--- config.mk ---
export PLATFORM = sky130hd
export DESIGN_NAME = irq_priority_ctrl
export DESIGN_NICKNAME = d
export VERILOG_FILES = /design/src/rtl/irq_ctrl_pkg.sv /design/src/rtl/irq_prio_enc.sv /design/src/rtl/irq_priority_ctrl.sv
export SDC_FILE = /design/constraint.sdc
export NUM_CORES = 1
export LEC_CHECK = 0
export CORE_MARGIN = 5
export CORE_UTILIZATION = 39
export DETAILED_ROUTE_END_ITERATION = 6
export GPL_ROUTABILITY_DRIVEN = 0
export HOLD_SLACK_MARGIN = 0.03
export PLACE_DENSITY = 0.74
export SYNTH_ARGS = -nofsm -noshare
export SYNTH_HDL_FRONTEND = slang
export SYNTH_SLANG_ARGS = --single-unit
--- constraint.sdc ---
create_clock -name clk -period 1.5 [get_ports clk]
set_clock_uncertainty 0.15 [all_clocks]
set_input_delay 0.225 -clock clk [delete_from_list [all_inputs] [get_ports clk]]
set_output_delay 0.225 -clock clk [all_outputs]
set_load 0.1 [all_outputs]
--- src/rtl/irq_ctrl_pkg.sv ---
// Shared definitions for the irq_priority_ctrl block.
//  - irq_state_e : two-state handshake FSM encoding (IDLE, ASSERT)
//  - NCH_DEF / VEC_W_DEF : default channel count and vector width
//  - prio_res_t / prio_idx : lowest-set-bit search over a request vector
//    of up to PRIO_MAX_W bits, returning the index and a valid flag.
package irq_ctrl_pkg;

  localparam int NCH_DEF    = 9;
  localparam int VEC_W_DEF  = 4;
  localparam int PRIO_MAX_W = 32;
  localparam int PRIO_IDX_W = 5;

  typedef enum logic {
    IDLE   = 1'b0,
    ASSERT = 1'b1
  } irq_state_e;

  typedef struct packed {
    logic                  valid;
    logic [PRIO_IDX_W-1:0] idx;
  } prio_res_t;

  // Lowest index wins: scan from the top down so the last hit is the lowest.
  function automatic prio_res_t prio_idx(input logic [PRIO_MAX_W-1:0] vec);
    prio_res_t res;
    res = '0;
    for (int i = PRIO_MAX_W - 1; i >= 0; i--) begin
      if (vec[i]) begin
        res.valid = 1'b1;
        res.idx   = PRIO_IDX_W'(i);
      end
    end
    return res;
  endfunction

endpackage

--- src/rtl/irq_prio_enc.sv ---
// Combinational fixed-priority encoder, bit 0 highest priority.
// Ports:
//  req_i   [NCH-1:0]    request vector
//  valid_o              1 when any request bit is set
//  idx_o   [VEC_W-1:0]  index of the lowest set bit (0 when valid_o=0)
module irq_prio_enc
  import irq_ctrl_pkg::*;
#(
  parameter int NCH   = NCH_DEF,
  parameter int VEC_W = VEC_W_DEF
) (
  input  logic [NCH-1:0]   req_i,
  output logic             valid_o,
  output logic [VEC_W-1:0] idx_o
);

  prio_res_t res;

  always_comb begin
    res     = prio_idx(PRIO_MAX_W'(req_i));
    valid_o = res.valid;
    idx_o   = VEC_W'(res.idx);
  end

endmodule

--- src/rtl/irq_priority_ctrl.sv ---
// 9-channel fixed-priority interrupt controller (channel 0 highest).
// Rising edges on irq_req set pending bits; enabled, gated pending bits are
// arbitrated and one vector at a time is presented to the CPU.
//
// Handshake: irq_out/vec_out act as valid/data, irq_ack as ready. A vector
// transfers at the rising edge where irq_out=1 and irq_ack=1; vec_out holds
// steady for as long as irq_out=1, and irq_out drops the cycle after transfer.
//
// Build option: define NESTING_EN to let strictly higher-priority channels
// preempt those in service. Without it only one channel is in service.
//
// Ports:
//  clk, rst_n            clock, synchronous active-low reset
//  irq_req  [NCH-1:0]    raw requests (edge-triggered, synchronous)
//  irq_en   [NCH-1:0]    per-channel arbitration enable
//  irq_ack               CPU accepts presented vector
//  eoi, eoi_id           end-of-interrupt strobe and channel to retire
//  irq_out               interrupt request to CPU
//  vec_out  [VEC_W-1:0]  presented channel index
//  in_service [NCH-1:0]  channels acked but not yet retired
//  pending  [NCH-1:0]    captured, not yet acked requests
//  dbg_state             FSM state, for status/debug
module irq_priority_ctrl
  import irq_ctrl_pkg::*;
#(
  parameter int NCH   = NCH_DEF,
  parameter int VEC_W = VEC_W_DEF
) (
  input  logic             clk,
  input  logic             rst_n,
  input  logic [NCH-1:0]   irq_req,
  input  logic [NCH-1:0]   irq_en,
  input  logic             irq_ack,
  input  logic             eoi,
  input  logic [VEC_W-1:0] eoi_id,
  output logic             irq_out,
  output logic [VEC_W-1:0] vec_out,
  output logic [NCH-1:0]   in_service,
  output logic [NCH-1:0]   pending,
  output irq_state_e       dbg_state
);

  irq_state_e       state_q, state_d;
  logic [NCH-1:0]   req_q;
  logic [NCH-1:0]   pending_q, pending_d;
  logic [NCH-1:0]   in_service_q, in_service_d;
  logic             irq_out_q, irq_out_d;
  logic [VEC_W-1:0] vec_q, vec_d;

  logic [NCH-1:0]   req_edge;
  logic [NCH-1:0]   gate;
  logic [NCH-1:0]   eligible;
  logic [NCH-1:0]   ack_set;
  logic [NCH-1:0]   eoi_clr;
  logic             win_valid;
  logic [VEC_W-1:0] win_idx;

  assign req_edge = irq_req & ~req_q;

`ifdef NESTING_EN
  // Ceiling = highest-priority in-service channel; only strictly
  // higher-priority (lower-index) channels may be presented.
  logic             ceil_valid;
  logic [VEC_W-1:0] ceil_idx;

  irq_prio_enc #(.NCH(NCH), .VEC_W(VEC_W)) u_ceil_enc (
    .req_i   (in_service_q),
    .valid_o (ceil_valid),
    .idx_o   (ceil_idx)
  );

  always_comb begin
    gate = '0;
    for (int i = 0; i < NCH; i++) begin
      gate[i] = !ceil_valid || (VEC_W'(i) < ceil_idx);
    end
  end
`else
  assign gate = {NCH{in_service_q == '0}};
`endif

  assign eligible = pending_q & irq_en & gate;

  irq_prio_enc #(.NCH(NCH), .VEC_W(VEC_W)) u_win_enc (
    .req_i   (eligible),
    .valid_o (win_valid),
    .idx_o   (win_idx)
  );

  // One-hot decode of eoi_id; ids >= NCH never match and channels not in
  // service are masked out, so both cases fall through as no-ops.
  always_comb begin
    eoi_clr = '0;
    for (int i = 0; i < NCH; i++) begin
      eoi_clr[i] = eoi && (eoi_id == VEC_W'(i)) && in_service_q[i];
    end
  end

  always_comb begin
    state_d   = state_q;
    irq_out_d = irq_out_q;
    vec_d     = vec_q;
    ack_set   = '0;
    unique case (state_q)
      IDLE: begin
        if (win_valid) begin
          state_d   = ASSERT;
          irq_out_d = 1'b1;
          vec_d     = win_idx;
        end
      end
      ASSERT: begin
        // Enable changes do not withdraw a presented vector.
        if (irq_ack) begin
          for (int i = 0; i < NCH; i++) begin
            ack_set[i] = (vec_q == VEC_W'(i));
          end
          irq_out_d = 1'b0;
          state_d   = IDLE;
        end
      end
      default: begin
        state_d   = IDLE;
        irq_out_d = 1'b0;
      end
    endcase
  end

  // Set terms are ORed after clears: a new edge on the acked channel keeps
  // it pending, and an ack beats a same-cycle eoi on the same channel.
  assign pending_d    = (pending_q & ~ack_set) | req_edge;
  assign in_service_d = (in_service_q & ~eoi_clr) | ack_set;

  always_ff @(posedge clk) begin
    if (!rst_n) begin
      state_q      <= IDLE;
      req_q        <= '0;
      pending_q    <= '0;
      in_service_q <= '0;
      irq_out_q    <= 1'b0;
      vec_q        <= '0;
    end else begin
      state_q      <= state_d;
      req_q        <= irq_req;
      pending_q    <= pending_d;
      in_service_q <= in_service_d;
      irq_out_q    <= irq_out_d;
      vec_q        <= vec_d;
    end
  end

  assign irq_out    = irq_out_q;
  assign vec_out    = vec_q;
  assign in_service = in_service_q;
  assign pending    = pending_q;
  assign dbg_state  = state_q;

endmodule

==> impl_metrics.env, run 1 <==
export IMPL_yosysSeqAreaShare_pct=47.6
export IMPL_grt_pass1_wl_microns=6640
export IMPL_fp_dieW_microns=69.7
export IMPL_first_global_vias=1415
export IMPL_drc=0
export IMPL_clkTransAtPathRegs_ns=0.10
export IMPL_track_usage_pct=17.0
export IMPL_cellLeakagePower_nw=0.941
export IMPL_crit_arrival_ns=1.71
export IMPL_wl_per_cell_microns=15.0
export IMPL_yosys_area_top_type="dfxtp_1"
export IMPL_die_h_microns=69.7
export IMPL_post_route_period_util_pct=108
export IMPL_outcome="finished, violations left"
export IMPL_num_vias=1388
export IMPL_coreArea_sq_mm=0.00339
export IMPL_viasPerCell=5.22
export IMPL_fin_tns_setup_ns=-0.381
export IMPL_antenna_found_initial=0
export IMPL_critPathKind="reg -> reg"
export IMPL_power_mw=2.48
export IMPL_ys_seq_elements=33
export IMPL_worstSetupStartpointType="flip-flop"
export IMPL_hold_viol=0
export IMPL_yosysWarnings=0
export IMPL_clkLatencyLatePin_ns=0.34
export IMPL_max_clock_freq_mhz=619
export IMPL_ant_nets=0
export IMPL_drt_iter0_markers=52
export IMPL_clkSinkCount=33
export IMPL_area_growth_pct=75.9
export IMPL_postCtsHoldBufs=0
export IMPL_clockBufferDepth=2
export IMPL_cts_root_buf="clkbuf_4"
export IMPL_async_flop_share_pct=0
export IMPL_io_buffers=49
export IMPL_final_nets=245
export IMPL_cts_tree="built"
export IMPL_syn_nets=176
export IMPL_synthCells=150
export IMPL_placed_area_sq_mm=0.00235
export IMPL_hpwl_microns=3070
export IMPL_end_kind="flip-flop"
export IMPL_drv_slew=0
export IMPL_synth_ff_type="dfxtp_1"
export IMPL_drtPass1Iterations=4
export IMPL_crit_required_ns=1.59
export IMPL_cts_htree_levels=2
export IMPL_initial_utilization_pct=41.0
export IMPL_synth_edf_count=0
export IMPL_period_needed_ns=1.62
export IMPL_finalWirelength_microns=3990
export IMPL_yosysUniqueCellTypes=30
export IMPL_fp_row_count=21
export IMPL_final_core_util_pct=72.1
export IMPL_yosys_top_cells_area="dfxtp_1, nor2b_1, a21boi_0, and2_1, o21ai_0"
export IMPL_diodes=0
export IMPL_cp_max_fo=3
export IMPL_io_pins=50
export IMPL_avgSynthCellArea_sq_um=9.26
export IMPL_whs_ns=0.313
export IMPL_cts_buffers=5
export IMPL_synth_top_cell_area_share_pct=47.6
export IMPL_grt_overflow=0
export IMPL_max_cap_violations=0
export IMPL_power_density_mw_per_mm2=1010
export IMPL_die_area_sq_mm=0.00485
export IMPL_worst_pin_slew_ns=0.359
export IMPL_final_common_cell="clkdlybuf4s50_1"
export IMPL_maxSlewHeadroom_pct=75.9
export IMPL_grt_max_degree=17
export IMPL_hp_class="in -> reg"
export IMPL_timing_final_ws_setup_ns=-0.116
export IMPL_failed_checks="negative setup slack"
export IMPL_setup_viol=6
export IMPL_drive_gt1_share_pct=35.9
export IMPL_postLayoutCellArea_sq_mm=0.00244
export IMPL_synth_area_sq_mm=0.00139
export IMPL_rsz0062_at_grt="true"
export IMPL_layout_common_cells="clkdlybuf4s50_1, buf_12, nor2b_1"
export IMPL_ir_drop_uv=647
==> cell families (layout without fill, tap and decap cells) <==
kind of cell / Yosys count / in the layout / share of synthesized area [%]
AO/OA/AOI/OAI: 44 / 44 / 21.4
AND/OR/NAND/NOR: 69 / 69 / 29.8
buffers and inverters: 4 / 74 / 1.17
flip-flops: 33 / 33 / 47.6
==> synthesized netlist by cell type (all sizes together) (2+ instances only) <==
library cell   n
nor3           2
nand3          4
nand2b         4
a21oi         10
nor2b         20
o21ai         12
nand3b         3
clkbuf         4
and2          10
a21boi         9
o31ai          3
dfxtp         33
a22oi          3
nand2         16
nor2           4
==> path summary, 6_finish.rpt <==
check        depth (start not counted)                 endpoint  slack, ns                      from
max                                  4  vec_out[3]$_SDFFE_PN0P_      -0.12  in_service[3]$_SDFF_PN0_
min                                  2      req_q[0]$_SDFF_PN0_       0.31                irq_req[0]
max reg2reg                          4  vec_out[3]$_SDFFE_PN0P_      -0.12  in_service[3]$_SDFF_PN0_
min reg2reg                          2    pending[8]$_SDFF_PN0_       0.35       req_q[8]$_SDFF_PN0_
==> per-stage QoR <==
stage,setup slack [ns],instances
after CTS,-0.0830,264
final,-0.116,266
after floorplan,-0.0513,150
after global placement,-0.268,256
after detailed placement,-0.328,256
after global routing,-0.208,266
==> where the power goes <==
part	total (mW)	switching, mW	internal (mW)
Clock	0.477	0.291	0.187
Sequential	1.03	0.0884	0.940
Combinational	0.971	0.561	0.410
==> worst max-delay path: stages, from the launching register on <==
cell,delay (ns)
dfxtp_4,0.36
nor4_4,0.40
nand4b_4,0.18
buf_4,0.18
o221a_4,0.26
==> what timing repair did <==
| item | in CTS | in global routing |
|---|---|---|
| pin swaps | 3 | 3 |
| gates resized for setup | 1 | 7 |
| setup endpoints to repair | 6 | 9 |
| setup buffers | 0 | 2 |
==> routing by layer <==
layer	GRT usage (%)	share of wire, %
met5	0	0
met4	6.17	1.5
met3	6.81	6.2
met2	29.0	53
met1	18.9	40
==> flip-flops by register name, summed over array words and instances, names as in the netlist <==
signal,count
dbg_state,1
in_service,9
irq_out,1
pending,9
req_q,9
vec_out,4
==> area by class of cell <==
class / count / area [sq um]
fillers: 255 / 947
flip-flops and latches: 33 / 722
repair buffers: 66 / 858
clock buffers: 8 / 48.8
well taps: 46 / 57.6
multi-input cells: 113 / 756
(Power assumes the default switching activity.)
==> run 2: changes to the inputs <==
- CORE_MARGIN: 5 -> not set
- CORE_UTILIZATION: 39 -> 44
- DONT_BUFFER_PORTS: not set -> 1
- PLACE_DENSITY: 0.74 -> not set
- SKIP_CTS_REPAIR_TIMING: not set -> 1
==> run 2 against run 1 <==
Effect of this change: the run ends with negative hold slack, negative setup slack left; combinational power fell by 21%; utilization shrank 6.7 points; sequential share of layout area grew 6.9 points; critical endpoint is now vec_out[0]$_SDFFE_PN0P_.
==> impl_metrics.env, run 2 (same netlist as run 1, synthesis figures left out) <==
export IMPL_power_density_mw_per_mm2=1130
export IMPL_clockBufferDepth=2
export IMPL_power_mw=2.24
export IMPL_failed_checks="negative hold slack, negative setup slack"
export IMPL_drv_slew=0
export IMPL_area_growth_pct=42.5
export IMPL_antenna_found_initial=0
export IMPL_clkLatencyLatePin_ns=0.33
export IMPL_fin_tns_setup_ns=-0.0806
export IMPL_io_buffers=0
export IMPL_final_nets=226
export IMPL_max_clock_freq_mhz=650
export IMPL_io_pins=50
export IMPL_whs_ns=-0.141
export IMPL_hpwl_microns=2480
export IMPL_clkPwrFrac_pct=21.1
export IMPL_fp_dieW_microns=58.2
export IMPL_critPathSlowestCell="dfxtp_2"
export IMPL_crit_required_ns=1.61
export IMPL_maxSlewHeadroom_pct=79.9
export IMPL_drive_gt1_share_pct=31.8
export IMPL_crit_family="simple AND/OR/NAND/NOR gates"
export IMPL_first_global_vias=1199
export IMPL_initial_utilization_pct=45.9
export IMPL_fp_row_count=20
export IMPL_hold_viol=23
export IMPL_ir_drop_uv=579
export IMPL_max_cap_violations=0
export IMPL_cts_tree="built"
export IMPL_seqPwrFrac_pct=44.7
export IMPL_hp_class="in -> reg"
export IMPL_rsz0062_at_grt="true"
export IMPL_final_common_cell="buf_4"
export IMPL_drtPass1Iterations=5
export IMPL_power_frac_comb_pct=34.2
export IMPL_num_vias=1279
export IMPL_drt_iter0_markers=49
export IMPL_layout_common_cells="buf_4, nor2b_1, dlygate4sd3_1"
export IMPL_ant_nets=0
export IMPL_slowest_delay_ns=0.35
export IMPL_viasPerCell=5.22
export IMPL_setup_viol=3
export IMPL_power_internal_mw=1.37
export IMPL_critPathKind="reg -> reg"
export IMPL_dp_cells=216
export IMPL_nFillCells=267
export IMPL_drc=0
export IMPL_cts_root_buf="clkbuf_4"
export IMPL_cp_max_fo=8
export IMPL_die_area_sq_mm=0.00338
export IMPL_die_h_microns=58.2
export IMPL_dp_worst_setup_slack_ns=-0.0276
export IMPL_cellLeakagePower_nw=0.782
export IMPL_diodes=0
export IMPL_grt_max_degree=36
export IMPL_clkTransAtPathRegs_ns=0.10
export IMPL_worstSetupStartpointType="flip-flop"
export IMPL_cts_buffers=5
export IMPL_finalWirelength_microns=3510
export IMPL_path_cells="nor4_4 -> nand4b_4 -> a21oi_4 -> o2111ai_1 -> o21ai_0"
export IMPL_worst_pin_slew_ns=0.299
export IMPL_clkSinkCount=33
export IMPL_grt_overflow=0
export IMPL_outcome="finished, violations left"
export IMPL_final_core_util_pct=65.4
export IMPL_post_route_period_util_pct=103
export IMPL_end_kind="flip-flop"
export IMPL_period_needed_ns=1.54
export IMPL_p_sw_share_pct=38.5
export IMPL_cts_htree_levels=2
export IMPL_track_usage_pct=20.0
export IMPL_final_cells=245
export IMPL_coreArea_sq_mm=0.00303
export IMPL_timing_final_ws_setup_ns=-0.0380
export IMPL_crit_arrival_ns=1.65
export IMPL_grt_pass1_wl_microns=5050
export IMPL_p_sw_mw=0.861
export IMPL_path_buf_inv=0
export IMPL_wl_per_cell_microns=14.3
## run 2: cell count changes in the layout (fill, tap and decap cells not counted), moves of 2 or more
cell / change
buf_12: -23
buf_4: +9
clkdlybuf4s50_1: -25
dlygate4sd3_1: +20
o21ai_0: +2
o21ai_1: -2
## run 2: layout make-up
cell class	instances	area, sq um	share of cell area [%]
multi-input cells	113	738	37.3
flip-flops and latches	33	722	36.5
repair buffers	47	415	21.0
well taps	44	55.1	2.78
clock buffers	8	48.8	2.47
## run 2: per-stage QoR
| stage | hold WS, ns | instance area [sq um] |
|---|---|---|
| finish | -0.141 | 1980 |
| global route | -0.152 | 1980 |
| detailed placement | 0.201 | 1710 |
| floorplan | 0.197 | 1460 |
| CTS | -0.148 | 1760 |
| global placement | 0.196 | 1710 |
## run 2: path summary, 6_finish.rpt
path | startpoint | end | slack [ns] | cells past startpoint
min | rst_n | dbg_state$_SDFF_PN0_ | -0.14 | 1
max reg2reg | in_service[0]$_SDFF_PN0_ | vec_out[0]$_SDFFE_PN0P_ | -0.04 | 5
min reg2reg | req_q[8]$_SDFF_PN0_ | pending[8]$_SDFF_PN0_ | 0.35 | 2
max | in_service[0]$_SDFF_PN0_ | vec_out[0]$_SDFFE_PN0P_ | -0.04 | 5
## run 2: power groups by stage
stage	registers, mW	clock network, mW	logic [mW]
2_1_floorplan	1.37	0	0.196
3_5_place_dp	1.02	0	0.695
4_1_cts	0.997	0.485	0.697
5_1_grt	1.01	0.511	0.803
3_3_place_gp	1.02	0	0.688
6_report	0.999	0.472	0.765
## run 2: metal layers
layer | global-route usage (%) | up-vias | share of wire [%]
li1 | - | 631 | -
met1 | 22.6 | 602 | 42
met2 | 34.2 | 40 | 50
met3 | 7.14 | 6 | 7.4
met4 | 8.16 | 0 | 1.3
met5 | 0 | - | 0
